`src/rtl/pipe_stage_reg.sv`:
```
// Inter-stage pipeline register with valid/ready handshake, flush-to-bubble and a
// saturating bubble counter. Define PIPE_SKID_EN to add a one-entry skid buffer.
module pipe_stage_reg #(
  parameter int INSTR_W = 32,
  parameter int PC_W = 32,
  parameter int PAY_W = 32,
  parameter logic [PC_W-1:0] RESET_PC = 32'h0000_3000,
  parameter int CNT_W = 16
) (
  input  logic               clk,
  input  logic               reset,
  input  logic               flush,
  input  logic               in_valid,
  output logic               in_ready,
  input  logic [INSTR_W-1:0] in_instr,
  input  logic [PC_W-1:0]    in_pc,
  input  logic [PAY_W-1:0]   in_pay,
  output logic               out_valid,
  input  logic               out_ready,
  output logic [INSTR_W-1:0] out_instr,
  output logic [PC_W-1:0]    out_pc,
  output logic [PAY_W-1:0]   out_pay,
  output logic [CNT_W-1:0]   bubble_cnt
);

  logic               main_valid;
  logic [INSTR_W-1:0] main_instr;
  logic [PC_W-1:0]    main_pc;
  logic [PAY_W-1:0]   main_pay;

  logic               take;
  logic               drain;
  logic [INSTR_W-1:0] next_instr;
  logic [PC_W-1:0]    next_pc;
  logic [PAY_W-1:0]   next_pay;

`ifdef PIPE_SKID_EN
  logic               skid_full;
  logic [INSTR_W-1:0] skid_instr;
  logic [PC_W-1:0]    skid_pc;
  logic [PAY_W-1:0]   skid_pay;
  logic               accept;
  logic               main_free;
  logic               from_skid;
  logic               to_skid;

  // in_ready comes straight from a flop, breaking the combinational ready chain
  assign in_ready = ~skid_full;

  always_comb begin
    accept     = in_valid & ~skid_full;
    main_free  = ~main_valid | out_ready;
    from_skid  = skid_full & out_ready;
    to_skid    = accept & ~main_free;
    take       = from_skid | (accept & main_free);
    drain      = main_valid & out_ready & ~take;
    next_instr = in_instr;
    next_pc    = in_pc;
    next_pay   = in_pay;
    if (from_skid) begin
      next_instr = skid_instr;
      next_pc    = skid_pc;
      next_pay   = skid_pay;
    end
  end

  // Skid holds the younger word only while the main register is stalled
  always_ff @(posedge clk) begin
    if (reset || flush) begin
      skid_full  <= 1'b0;
      skid_instr <= '0;
      skid_pc    <= RESET_PC;
      skid_pay   <= '0;
    end else if (to_skid) begin
      skid_full  <= 1'b1;
      skid_instr <= in_instr;
      skid_pc    <= in_pc;
      skid_pay   <= in_pay;
    end else if (from_skid) begin
      skid_full  <= 1'b0;
    end
  end
`else
  assign in_ready = out_ready | ~main_valid;

  always_comb begin
    take       = in_valid & in_ready;
    drain      = main_valid & out_ready & ~take;
    next_instr = in_instr;
    next_pc    = in_pc;
    next_pay   = in_pay;
  end
`endif

  // Priority: reset > flush > load > drain > hold
  always_ff @(posedge clk) begin
    if (reset || flush) begin
      main_valid <= 1'b0;
      main_instr <= '0;
      main_pc    <= RESET_PC;
      main_pay   <= '0;
    end else if (take) begin
      main_valid <= 1'b1;
      main_instr <= next_instr;
      main_pc    <= next_pc;
      main_pay   <= next_pay;
    end else if (drain) begin
      main_valid <= 1'b0;
      main_instr <= '0;
      main_pay   <= '0;
    end
  end

  always_ff @(posedge clk) begin
    if (reset) begin
      bubble_cnt <= '0;
    end else if (!main_valid && (bubble_cnt != '1)) begin
      bubble_cnt <= bubble_cnt + CNT_W'(1);
    end
  end

  assign out_valid = main_valid;
  assign out_instr = main_instr;
  assign out_pc    = main_pc;
  assign out_pay   = main_pay;

endmodule

```
`config.mk`:
```
export PLATFORM = sky130hd
export DESIGN_NAME = pipe_stage_reg
export DESIGN_NICKNAME = d
export VERILOG_FILES = /design/src/rtl/pipe_stage_reg.sv
export SDC_FILE = /design/constraint.sdc
export NUM_CORES = 1
export LEC_CHECK = 0
export CAP_MARGIN = 0
export CORE_MARGIN = 4
export CORE_UTILIZATION = 27
export DETAILED_ROUTE_END_ITERATION = 10
export DONT_BUFFER_PORTS = 1
export HOLD_SLACK_MARGIN = 0.06
export PLACE_DENSITY = 0.48
export SYNTH_ARGS = -nofsm -noshare
export SYNTH_HDL_FRONTEND = slang
export SYNTH_SLANG_ARGS = --single-unit
```
`constraint.sdc`:
```
create_clock -name clk -period 1.76 [get_ports clk]
set_clock_uncertainty 0.2 [all_clocks]
set_input_delay 0.528 -clock clk [delete_from_list [all_inputs] [get_ports clk]]
set_output_delay 0.528 -clock clk [all_outputs]
set_load 0.005 [all_outputs]
```
==> results.yml, run 1 <==
timing:
  finalSetupViolCount: 0
  grt_setup_unrepaired: "true"
  final_hold_viol_count: 0
  tns_ns: 0
  max_freq_mhz: 577
  period_share: 0.984
  max_slew_margin: 0.573
  period_needed_ns: 1.73
  drv_slew: 0
  worst_slew_pin_slew_ns: 0.638
synthesis:
  synth_top_cell_area_share: 0.555
  seq_area_frac_synth: 0.555
  synthFlopType: "dfxtp_1"
  syn-num-nets: 555
  synth_edf_count: 0
  synth_fa_ha_area_frac: 0.00307
  synth.area.top_cells: "dfxtp_1 (55%), a22oi_1 (12%), nor2_1 (6.7%)"
  synth-seq-cells: 113
  synth_common_cells: "dfxtp_1 (113), nor2_1 (73), nand2_1 (68), a22oi_1 (64), a21oi_1 (39)"
  synthXorXnorAreaFrac: 0.00644
  synth_compound_area_frac: 0.189
  async_flop_share: 0
  yosysMostFrequentCell: "dfxtp_1"
  synth_top_family_by_area: "simple AND/OR/NAND/NOR gates"
  synth_area_um2: 4080
  synth.area.mux_share: 0.00859
  synthSimpleGateAreaFrac: 0.198
  netlist_instances: 453
  ys_warn_count: 0
  synth.distinct_cells: 41
  yosys.area.top_type: "dfxtp_1"
  avgSynthCellArea_um2: 9.00
route:
  viasPerCell: 5.01
  first_pass_iters: 6
  drt_wl_total_mm: 11.7
  vias: 3599
  drc_errors: 0
  final_antenna_net_count: 0
  drt_iter0_drc: 115
  routedWlPerCell_um: 16.2
grt:
  grt_pass1_wl_mm: 17.5
  grt_usage: 0.132
  antenna_found_initial: 0
  grt_max_degree: 61
  first_global_vias: 3450
  gr-total-overflow: 0
placed_design:
  place_congestion: 0.762
  dp_hpwl_mm: 7.87
  numPortBuffers: 0
floorplanning:
  core-area_um2: 14600
  io_pins: 215
  fp.dieH_um: 131
  initial_core_util: 0.279
  dieArea_um2: 17100
  rows: 44
  die_w_um: 131
critical_path:
  cp-end-kind: "flop"
  reg2reg_from: "bubble_cnt[8]"
  crit_type: "flop to flop"
  worstPathCellList: "buf_6, nand4_4, nor4_4, buf_4, nor2_4, a311oi_2"
  ff2ff_setup_slack_ns: 0.03
  startpoint_type: "flop"
  max_stage_delay_ns: 0.40
  worstPathRequired_ns: 1.87
  startpoint: "bubble_cnt[8]"
  crit_fanout: 6
  crit_arrival_ns: 1.84
  crit_slowest_cell: "nor4_4"
cts:
  cts_tree: "built"
  cts_root_buf: "clkbuf_16"
  cts_max_level: 4
  cts_sinks: 113
  clk_pin_slew_ns: 0.06
  clk_path_buf_depth: 2
  numCtsBuffers: 17
  clkLatencyLatePin_ns: 0.40
layout:
  drive_gt1_frac: 0.200
  n_antenna_cell: 0
  area_growth_pct: 40.5
  utilization: 0.391
  final_net_count: 624
worst_hold_path:
  min_from: "in_pay[16]"
  hold_class: "input pin to flop"
power_and_ir_drop:
  power.leakage_nw: 2.17
  power_density_nw_per_um2: 1210
  vdd_ir_drop_max_v: 0.000596
status:
  run_status: "finished clean"
flow_run:
  max_cap_viol_count: 0
==> flip-flops by register name, indices dropped and copies added (netlist names) <==
register,count
out_pc,32
bubble_cnt,16
out_instr,32
out_valid,1
out_pay,32
==> routing by layer <==
metal,up-vias,routed length (um),track usage
met3,11,1170,0.0659
met5,-,0,0
met1,1684,4600,0.151
met4,0,139,0.0496
li1,1723,-,-
met2,181,5770,0.212
==> final cells by class <==
type | count | area (um^2)
Inverter | 3 | 11.3
Tap cell | 184 | 230
Sequential cell | 113 | 2280
Clock buffer | 18 | 439
Multi-Input combinational cell | 302 | 1730
Fill cell | 1433 | 8910
Clock inverter | 14 | 211
Timing Repair Buffer | 85 | 820
==> final timing paths <==
| path | to | depth (start not counted) |
|---|---|---|
| hold reg to reg | out_pc[16] | 2 |
| setup reg to reg | bubble_cnt[2] | 6 |
| setup / recovery | bubble_cnt[2] | 6 |
| hold / removal | out_pay[16] | 2 |
==> cell usage in the layout, fill, tap and decap left out, drive strengths merged, types with 4 or more instances in the layout <==
cell type and instances:
a22oi 64, o21ai 4, nand4 7, buf 48, o31ai 4, clkinv 6, nand2 68, bufinv 5
inv 4, nand3 5, dfxtp 113, or3 4, nor2 74, clkbuf 18, dlygate4sd3 37, a21oi 39
==> cell families (layout without fill, tap and decap cells) <==
logic type                 count (synthesis)  after routing
adders and majority gates                  1              1
DFF                                      113            113
xor gates and xnor gates                   3              3
muxes                                      3              3
AOI/OAI and AO/OA                        116            116
and+or+nand+nor                          179            179
buffers and inverters                     38            120
==> through the flow <==
step	area, um^2	power [mW]	worst slack (ns)	std cells	hold WS (ns)
global placement	4570	3.11	-0.0119	644	0.268
global route	5730	7.18	-0.0578	719	0.0743
detailed placement	4570	3.12	-0.0549	644	0.272
CTS	5620	6.99	-0.00960	714	0.0613
finish	5730	6.91	0.0279	719	0.0870
floorplan	4110	3.01	0.000152	453	0.253
==> worst max-delay path: cells and delay by family, from the launching register on <==
kind            cells  cell delay, ns
buf+inv             2            0.32
compound gates      1            0.23
flops               1            0.34
simple gates        3            0.54
==> timing repair <==
item	in CTS	in global routing
setup endpoints to repair	9	15
endpoints found under the hold margin	49	0
pin swaps	4	6
resized for setup	8	20
hold buffers	37	0
setup buffers	2	5
==> power by group <==
group	switching (mW)	leakage [nW]	internal [mW]	total, mW
clock	1.21	0.316	2.54	3.75
combinational	0.227	0.931	0.218	0.444
sequential	0.0705	0.925	2.64	2.71
total	1.51	2.17	5.40	6.91
(Power assumes the default switching activity.)
==> run 2, diff against run 1 <==
--- a/config.mk
+++ b/config.mk
@@ -6,12 +6,14 @@
 export NUM_CORES = 1
 export LEC_CHECK = 0
 export CAP_MARGIN = 0
+export CELL_PAD_IN_SITES_DETAIL_PLACEMENT = 1
+export CELL_PAD_IN_SITES_GLOBAL_PLACEMENT = 2
 export CORE_MARGIN = 4
 export CORE_UTILIZATION = 27
 export DETAILED_ROUTE_END_ITERATION = 10
 export DONT_BUFFER_PORTS = 1
 export HOLD_SLACK_MARGIN = 0.06
-export PLACE_DENSITY = 0.48
+export PLACE_DENSITY = 0.7
 export SYNTH_ARGS = -nofsm -noshare
 export SYNTH_HDL_FRONTEND = slang
 export SYNTH_SLANG_ARGS = --single-unit
==> constraint.sdc (replaced) <==
create_clock -name clk -period 1.86 [get_ports clk]
set_clock_uncertainty 0.2 [all_clocks]
set_input_delay 0.558 -clock clk [delete_from_list [all_inputs] [get_ports clk]]
set_output_delay 0.558 -clock clk [all_outputs]
set_load 0.005 [all_outputs]
==> results.yml, run 2 (same netlist as run 1, synthesis figures left out) <==
route:
  viasPerCell: 5.06
  drt_iter0_drc: 106
  final_antenna_net_count: 0
  first_pass_iters: 4
  drc_errors: 0
  routedWlPerCell_um: 18.8
  vias: 3440
  drt_wl_total_mm: 12.8
timing:
  worst_hold_slack_ns: 0.0845
  drv_slew: 0
  max_freq_mhz: 550
  period_needed_ns: 1.82
  period_share: 0.978
  max_slew_margin: 0.524
  finalSetupViolCount: 0
  grt_setup_unrepaired: "true"
  final_hold_viol_count: 0
  worst_slew_pin_slew_ns: 0.712
layout:
  area_growth_pct: 28.7
  final_cell_mix: "dfxtp_1 (109), nor2_1 (73), nand2_1 (68)"
  post-route-cell-area_um2: 5250
  multi_input_area_um2: 1690
  drive_gt1_frac: 0.171
  fill_cells: 1689
  final-seq-area_um2: 2270
  final_net_count: 585
  fin_cells: 680
  mostFrequentLayoutCell: "dfxtp_1"
  n_antenna_cell: 0
cts:
  cts_tree: "built"
  clk_pin_slew_ns: 0.05
  clk_path_buf_depth: 2
  cts_sinks: 113
  cts_max_level: 4
  numCtsBuffers: 17
  cts_root_buf: "clkbuf_16"
  clkLatencyLatePin_ns: 0.41
placed_design:
  place_congestion: 0.751
  placed_area_um2: 4510
  dp.cells: 636
  dp_hpwl_mm: 8.95
  numPortBuffers: 0
power_and_ir_drop:
  internal_power_mw: 4.73
  p_clk_frac: 0.526
  power_mw: 6.17
  power_frac_comb: 0.059
  power.leakage_nw: 1.97
  seqPwrFrac: 0.415
  p_sw_frac: 0.233
  power_density_nw_per_um2: 1170
  vdd_ir_drop_max_v: 0.000588
  p_switching_mw: 1.44
floorplanning:
  io_pins: 215
  core-area_um2: 14600
  rows: 44
  initial_core_util: 0.279
  fp.dieH_um: 131
  die_w_um: 131
  dieArea_um2: 17100
critical_path:
  startpoint_type: "flop"
  crit_type: "flop to flop"
  crit_fanout: 8
  worstPathRequired_ns: 2.00
  cp-end-kind: "flop"
  crit_arrival_ns: 1.95
grt:
  grt_usage: 0.144
  grt_util_met3: 0.0720
  grtUsageMet2: 0.245
  first_global_vias: 3592
  antenna_found_initial: 2
  grt_max_degree: 65
  grt.busiest_layer: "met2"
  grtUsageMet1: 0.151
  gr-total-overflow: 0
  grt_pass1_wl_mm: 18.9
flow_run:
  max_cap_viol_count: 0
worst_hold_path:
  hold_class: "input pin to flop"
status:
  run_status: "finished clean"
## run 2: changes by cell type in the layout (fill, tap and decap cells not counted), moves of 2 or more
| cell | delta |
|---|---|
| clkbuf_8 | +2 |
| bufinv_16 | -3 |
| buf_6 | -7 |
| dlygate4sd3_1 | -26 |
| buf_4 | -7 |
| dfxtp_1 | +5 |
| dfxtp_4 | -4 |
## run 2: critical path, stage by stage (launching register included)
cell	delay [ns]
dfxtp_1	0.31
ha_1	0.21
nand3_1	0.13
nor4_4	0.07
buf_4	0.17
or4_4	0.52
a21oi_2	0.14
## run 2: area by class of cell
cell class / instances / share of cell area
Sequential cell: 113 / 0.432
Multi-Input combinational cell: 302 / 0.323
Clock inverter: 12 / 0.0253
Tap cell: 184 / 0.0439
Inverter: 3 / 0.00215
Timing Repair Buffer: 46 / 0.0853
Clock buffer: 20 / 0.0889
## run 2: power groups by stage
stage	clock network (mW)	registers [mW]	logic (mW)
after global placement	0	2.61	0.326
final	3.24	2.56	0.362
after CTS	3.34	2.56	0.367
after global routing	3.46	2.57	0.406
after floorplan	0	2.59	0.247
after detailed placement	0	2.61	0.342
## run 2: repair_timing
action / 4_1_cts / 5_1_grt
endpoints found under the hold margin: 24 / 0
resized for setup: 1 / 8
pin swaps: 0 / 2
endpoints found under the setup margin: 1 / 6
hold buffers: 11 / 0
setup buffers: 0 / 1
## run 2: per-stage QoR
step                      setup WS [ns]  utilization  TNS (ns)
after detailed placement         0.0327        0.308         0
after global routing            -0.0153        0.358   -0.0332
after floorplan                  0.0413            -         0
after global placement           0.0958        0.308         0
after CTS                        0.0119        0.356         0
final                            0.0416        0.358         0
## run 2: final timing paths
check,start,end,slack [ns],depth (start not counted)
max,bubble_cnt[0],bubble_cnt[13],0.04,6
min,in_pc[1],out_pc[1],0.08,2
max reg2reg,bubble_cnt[0],bubble_cnt[13],0.04,6
min reg2reg,out_pc[17],out_pc[17],0.28,2
## run 2: routing by layer
| layer | vias to the layer above | routed length [um] | share of wire |
|---|---|---|---|
| met2 | 128 | 6540 | 0.51 |
| li1 | 1645 | - | - |
| met4 | 4 | 193 | 0.015 |
| met1 | 1645 | 4770 | 0.37 |
| met5 | - | 12 | 0.00094 |
| met3 | 18 | 1240 | 0.097 |
